$ cat config.mk
export PLATFORM = sky130hd
export DESIGN_NAME = config_chain_loader
export DESIGN_NICKNAME = d
export VERILOG_FILES = /design/src/rtl/kfpga_config_pkg.sv /design/src/rtl/config_word_serializer.sv /design/src/rtl/config_chain_loader.sv
export SDC_FILE = /design/constraint.sdc
export NUM_CORES = 1
export LEC_CHECK = 0
export ABC_AREA = 1
export BUFFER_PORTS_ARGS = -buffer_cell sky130_fd_sc_hd__buf_2
export CELL_PAD_IN_SITES_DETAIL_PLACEMENT = 1
export CELL_PAD_IN_SITES_GLOBAL_PLACEMENT = 1
export CORE_MARGIN = 10
export CORE_UTILIZATION = 44
export DETAILED_ROUTE_END_ITERATION = 8
export PLACE_DENSITY = 0.92
export SETUP_SLACK_MARGIN = 0.3
export SLEW_MARGIN = 20
export SYNTH_ARGS = -nofsm -noshare
export SYNTH_HDL_FRONTEND = slang
export SYNTH_SLANG_ARGS = --single-unit
$ cat constraint.sdc
create_clock -name clock_i -period 2.76 [get_ports clock_i]
set_input_delay 0.828 -clock clock_i [delete_from_list [all_inputs] [get_ports clock_i]]
set_output_delay 0.828 -clock clock_i [all_outputs]
set_load 0.02 [all_outputs]
$ cat src/rtl/kfpga_config_pkg.sv
`default_nettype none
// ============================================================================
// Module   : kfpga_config_pkg
// Brief    : Shared types and default sizes for the routing-mux config chain
//            loader (also used by bitstream generation checks).
// Revision : 1.0 - initial release
// ============================================================================
package kfpga_config_pkg;

    // Default bitstream word size and chain length (8 muxes x 6 select bits)
    localparam int DEFAULT_WORD_WIDTH   = 8;
    localparam int DEFAULT_CHAIN_LENGTH = 48;

    // Loader sequencing states
    typedef enum logic [1:0] {
        IDLE = 2'd0,
        LOAD = 2'd1,
        DONE = 2'd2
    } state_e;

    // Width of a down-counter that must hold the value n
    function automatic int count_width(input int n);
        return $clog2(n + 1);
    endfunction

endpackage
`default_nettype wire

$ cat src/rtl/config_word_serializer.sv
`default_nettype none
// ============================================================================
// Module   : config_word_serializer
// Brief    : Holds one bitstream word and shifts it LSB-first onto the chain;
//            generates in_ready so consecutive words stream without a bubble.
// Revision : 1.0 - initial release
// ============================================================================
module config_word_serializer
    import kfpga_config_pkg::*;
#(
    parameter int WORD_WIDTH = DEFAULT_WORD_WIDTH
) (
    input  logic                  clock_i,
    input  logic                  nreset_i,
    input  logic                  load_i,       // new load starting: flush word
    input  logic                  stop_i,       // final chain bit shifts now
    input  logic                  active_i,     // loader is in LOAD
    input  logic                  last_bit_i,   // next shift is the final chain bit
    input  logic [WORD_WIDTH-1:0] in_data_i,
    input  logic                  in_valid_i,
    output logic                  in_ready_o,
    output logic                  config_enable_o,
    output logic                  config_out_o
);

    localparam int BL_W = count_width(WORD_WIDTH);
    localparam logic [BL_W-1:0] BL_FULL = BL_W'(WORD_WIDTH);
    localparam logic [BL_W-1:0] BL_ONE  = BL_W'(1);

    logic [WORD_WIDTH-1:0] shift_q, shift_d;
    logic [BL_W-1:0]       bits_left_q, bits_left_d;
    logic                  accept;

    // Handshake and chain drive, purely from registered state. A new word may
    // be taken while the last bit of the current one shifts, unless that bit
    // completes the chain.
    always_comb begin
        in_ready_o      = active_i &&
                          ((bits_left_q == '0) ||
                           ((bits_left_q == BL_ONE) && !last_bit_i));
        config_enable_o = active_i && (bits_left_q != '0);
        config_out_o    = active_i && shift_q[0];
        accept          = in_valid_i && in_ready_o;
    end

    // Next word/counter: accepting a word overrides the final decrement of the
    // previous one; completion discards whatever high bits remain.
    always_comb begin
        shift_d     = shift_q;
        bits_left_d = bits_left_q;
        if (load_i) begin
            shift_d     = '0;
            bits_left_d = '0;
        end else if (accept) begin
            shift_d     = in_data_i;
            bits_left_d = BL_FULL;
        end else if (stop_i) begin
            shift_d     = shift_q >> 1;
            bits_left_d = '0;
        end else if (config_enable_o) begin
            shift_d     = shift_q >> 1;
            bits_left_d = bits_left_q - BL_ONE;
        end
    end

    // Word and bit-count registers
    always_ff @(posedge clock_i or negedge nreset_i) begin
        if (!nreset_i) begin
            shift_q     <= '0;
            bits_left_q <= '0;
        end else begin
            shift_q     <= shift_d;
            bits_left_q <= bits_left_d;
        end
    end

endmodule
`default_nettype wire

$ cat src/rtl/config_chain_loader.sv
`default_nettype none
// ============================================================================
// Module   : config_chain_loader
// Brief    : Sequences a full load of the routing-mux configuration scan
//            chain from a valid/ready bitstream word stream, counting exactly
//            CHAIN_LENGTH shifts before flagging completion.
// Revision : 1.0 - initial release
// ============================================================================
module config_chain_loader
    import kfpga_config_pkg::*;
#(
    parameter int WORD_WIDTH   = DEFAULT_WORD_WIDTH,
    parameter int CHAIN_LENGTH = DEFAULT_CHAIN_LENGTH,
    parameter int COUNT_WIDTH  = $clog2(CHAIN_LENGTH + 1)
) (
    input  logic                  clock_i,
    input  logic                  nreset_i,
    input  logic                  start_i,
    input  logic [WORD_WIDTH-1:0] in_data_i,
    input  logic                  in_valid_i,
    output logic                  in_ready_o,
    output logic                  config_out_o,
    output logic                  config_enable_o,
    output logic                  busy_o,
    output logic                  done_o
);

    localparam logic [COUNT_WIDTH-1:0] LAST_COUNT = COUNT_WIDTH'(CHAIN_LENGTH - 1);
    localparam logic [COUNT_WIDTH-1:0] COUNT_ONE  = COUNT_WIDTH'(1);

    state_e                 state_q;
    logic [COUNT_WIDTH-1:0] chain_count_q;
    logic                   busy_q;
    logic                   done_q;

    logic w_load;
    logic w_active;
    logic w_last_bit;
    logic w_stop;
    logic w_shift;

    // Control strobes for the serializer; start is only honoured outside LOAD
    always_comb begin
        w_active   = (state_q == LOAD);
        w_load     = start_i && (state_q != LOAD);
        w_last_bit = (chain_count_q == LAST_COUNT);
        w_stop     = w_shift && w_last_bit;
    end

    config_word_serializer #(
        .WORD_WIDTH (WORD_WIDTH)
    ) u_serializer (
        .clock_i         (clock_i),
        .nreset_i        (nreset_i),
        .load_i          (w_load),
        .stop_i          (w_stop),
        .active_i        (w_active),
        .last_bit_i      (w_last_bit),
        .in_data_i       (in_data_i),
        .in_valid_i      (in_valid_i),
        .in_ready_o      (in_ready_o),
        .config_enable_o (w_shift),
        .config_out_o    (config_out_o)
    );

    // Load sequencer: counts shifted bits and holds done until the next start
    always_ff @(posedge clock_i or negedge nreset_i) begin
        if (!nreset_i) begin
            state_q       <= IDLE;
            chain_count_q <= '0;
            busy_q        <= 1'b0;
            done_q        <= 1'b0;
        end else begin
            case (state_q)
                IDLE, DONE: begin
                    if (start_i) begin
                        state_q       <= LOAD;
                        chain_count_q <= '0;
                        busy_q        <= 1'b1;
                        done_q        <= 1'b0;
                    end
                end
                LOAD: begin
                    if (w_shift) begin
                        chain_count_q <= chain_count_q + COUNT_ONE;
                        if (w_last_bit) begin
                            state_q <= DONE;
                            busy_q  <= 1'b0;
                            done_q  <= 1'b1;
                        end
                    end
                end
                default: begin
                    state_q <= IDLE;
                    busy_q  <= 1'b0;
                    done_q  <= 1'b0;
                end
            endcase
        end
    end

    assign config_enable_o = w_shift;
    assign busy_o          = busy_q;
    assign done_o          = done_q;

endmodule
`default_nettype wire

==> summary.md <==
| Metric | Value |
|---|---|
| Final Skew | about 0.0038 ns |
| Initial Util | between 40 and 50% |
| Max-Cap Viols | 0 |
| Largest net degree at the start of global routing | 22 |
| Vias in the first global route | 1167 |
| Period utilization | 85.6% |
| Crit path capture type | primary output |
| Final cell count without fillers | 209 |
| Critical path launch point type | flop |
| CTS tree | built |
| Worst VDD drop | approximately 0.60 mV |
| Relative slew margins | approximately two thirds |
| #FFs+latches synth | 21 |
| Ant. Diodes | 0 |
| CTS Root Cell | clkbuf_4 |
| Antenna-violating nets left | 0 |
| Synth area leaders | dfrtp_1 (42%), nand2_1 (16%), inv_1 (4.5%) |
| Wire per inst | 14.5 um |
| Clk Latency, worst-skew pair | slightly above 0.3 ns |
| Post-synth top area share | 42.1% |
| Synth Net Count | ~170 |
| Die width | around 73 um |
| Antenna violations before repair | 0 |
| First-pass GRT wire length | roughly 5300 um |
| Mean Syn Cell Area | just under 8 um^2 |
| CP Data Required Time | about 1.9 ns |
| Setup TNS | 0 ns |
| Final Hold Vio Count | 0 |
| Cell Area, Synth | ~0.0012 mm^2 |
| Post-placement setup slack | between 0.6 and 0.7 ns |
| Final setup violation count | 0 |
| Clock transition at path regs | between 0.1 and 0.15 ns |
| Clk sinks | 21 |
| Slew at the pin with the worst max-slew slack | 0.490 ns |
| DRT Pass-1 Iters | 4 |
| Leak | about 0.75 nW |
| Synth unique cells | 25 |
| Worst Hold Class | primary input to async pin |
| Clock buffer depth | 2 |
| DRT iter0 DRCs | 39 |
| Input/output buffers | 16 |
| Crit path kind | flop to primary output |
| Unrepaired setup endpoints after global routing | false |
| CP Data Arrival Time | ~1.5 ns |
| Vias per cell | just over 5 |
| Post-synth top area cell | dfrtp_1 |
| Commonest non-fill, non-tap cell in the layout | nand2_1 |
| Total power | 1.64 mW |
| Most frequent cells in the layout | nand2_1 (54), dfrtp_1 (21), inv_1 (15), buf_2 (15), nand3_1 (11) |
| Core Area | between 0.002 and 0.003 mm^2 |
| Fin crit period | 2.36 ns |
| Net count, final | between 150 and 200 |
| Via count | 1079 |
| R2r setup slk | approximately 1.2 ns |
| Die Span Y | approximately 73 um |
| Yosys warning count | 0 |
| Crit Path Max Fanout | 8 |
| Placer Congestion | ~0.8 |
| Placed cells | between 200 and 250 |
| Sequential element share of the synthesized area | a little over two fifths |
| Ports | 17 |
| Fmax | about 420 MHz |
| Cells after Synth | roughly 160 |
| Worst reg2reg path depth | 10 |
| DP HPWL | ~2400 um |
| Pwr dens | 1160 mW/mm^2 |
| Row Count | 19 |
| Fraction of layout cells with a size suffix above 1 | 24.7% |
| Setup ws final | 0.398 ns |
| Status | completed |
| Final Max Tran Viols | 0 |
| Layout area overhead | 12.6% |
| H-tree levels | 1 |
| Die footprint | about 0.0054 mm^2 |
| Final WL | about 3000 um |
| Drc violations | 0 |
| Grt total ovfl | 0 |
| CTS buffer count | 3 |
| GRT Util Overall | approximately an eighth |
timing repair:
item | in CTS | in global routing
hold endpoints to repair | 0 | 0
buffers inserted | 1 | 0
setup endpoints to repair | 1 | 2
resized for setup | 0 | 4
hold buffers | 0 | 0
state kept, by name, indices dropped and copies added (netlist names):
register                  cells
u_serializer.bits_left_q      4
busy_o                        1
chain_count_q                 6
u_serializer.shift_q          8
state_q                       2
metal layers:
metal	wire length, um	track usage (%)
met5	0	0
met4	50	5.49
met3	161	2.96
met2	1510	21.1
met1	1310	14.4
path summary, 6_finish.rpt:
kind / startpoint / endpoint
max reg2reg: u_serializer.bits_left_q[0] / u_serializer.bits_left_q[3]
max: chain_count_q[1] / in_ready_o
min in group clock_i: u_serializer.shift_q[5] / u_serializer.shift_q[5]
max in group asynchronous: nreset_i / u_serializer.bits_left_q[2]
min reg2reg: u_serializer.shift_q[5] / u_serializer.shift_q[5]
min: nreset_i / busy_o
Yosys cell counts:
cell type  instances
dfrtp_1           21
nand3_4            2
o21bai_4           1
nand3_1           11
inv_4              1
xnor2_1            1
nor2_1             8
a22o_1             1
o21ai_0            7
nand2_1           54
nand2_4            3
o211ai_1           2
nand3_2            2
a21oi_1            3
nor2_4             1
buf_2              1
clkinv_1           2
nand4_1            3
xor2_1             1
clkinv_4           1
nand2_2            8
inv_2              2
o21ai_1            3
inv_1             15
ha_1               4
layout make-up:
| class | count | area (um^2) |
|---|---|---|
| tap | 31 | 38.8 |
| multi-input combinational | 115 | 639 |
| inverter | 21 | 86.3 |
| fill | 352 | 1330 |
| clock buffer | 4 | 26.3 |
| sequential | 21 | 526 |
| timing repair buffer | 17 | 90.1 |
critical path: stages (launching register included):
cell,delay (ns)
dfrtp_1,0.39
ha_2,0.21
nand2_1,0.09
nor2_2,0.11
nand2_1,0.08
nand3_2,0.09
nand2_4,0.08
buf_4,0.16
logic make-up after synthesis:
logic type	synth area share [%]
compound gates	8.62
xor+xnor	1.40
fa+ha+maj	4.01
buf+inv	7.31
flops	42.1
simple gates	36.6
where the power goes:
group / switching (mW) / internal (mW) / total (mW)
clock network: 0.101 / 0.0566 / 0.158
logic: 0.617 / 0.333 / 0.950
registers: 0.0946 / 0.433 / 0.528
through the flow:
step | util (%) | area, um^2 | hold slack [ns]
after CTS | 51.1 | 1400 | 0.462
after floorplan | - | 1250 | 0.449
after global placement | 49.8 | 1360 | 0.463
after global routing | 51.4 | 1410 | 0.475
after detailed placement | 49.8 | 1360 | 0.476
final | 51.4 | 1410 | 0.453
Power figures use the tool's default switching activity.
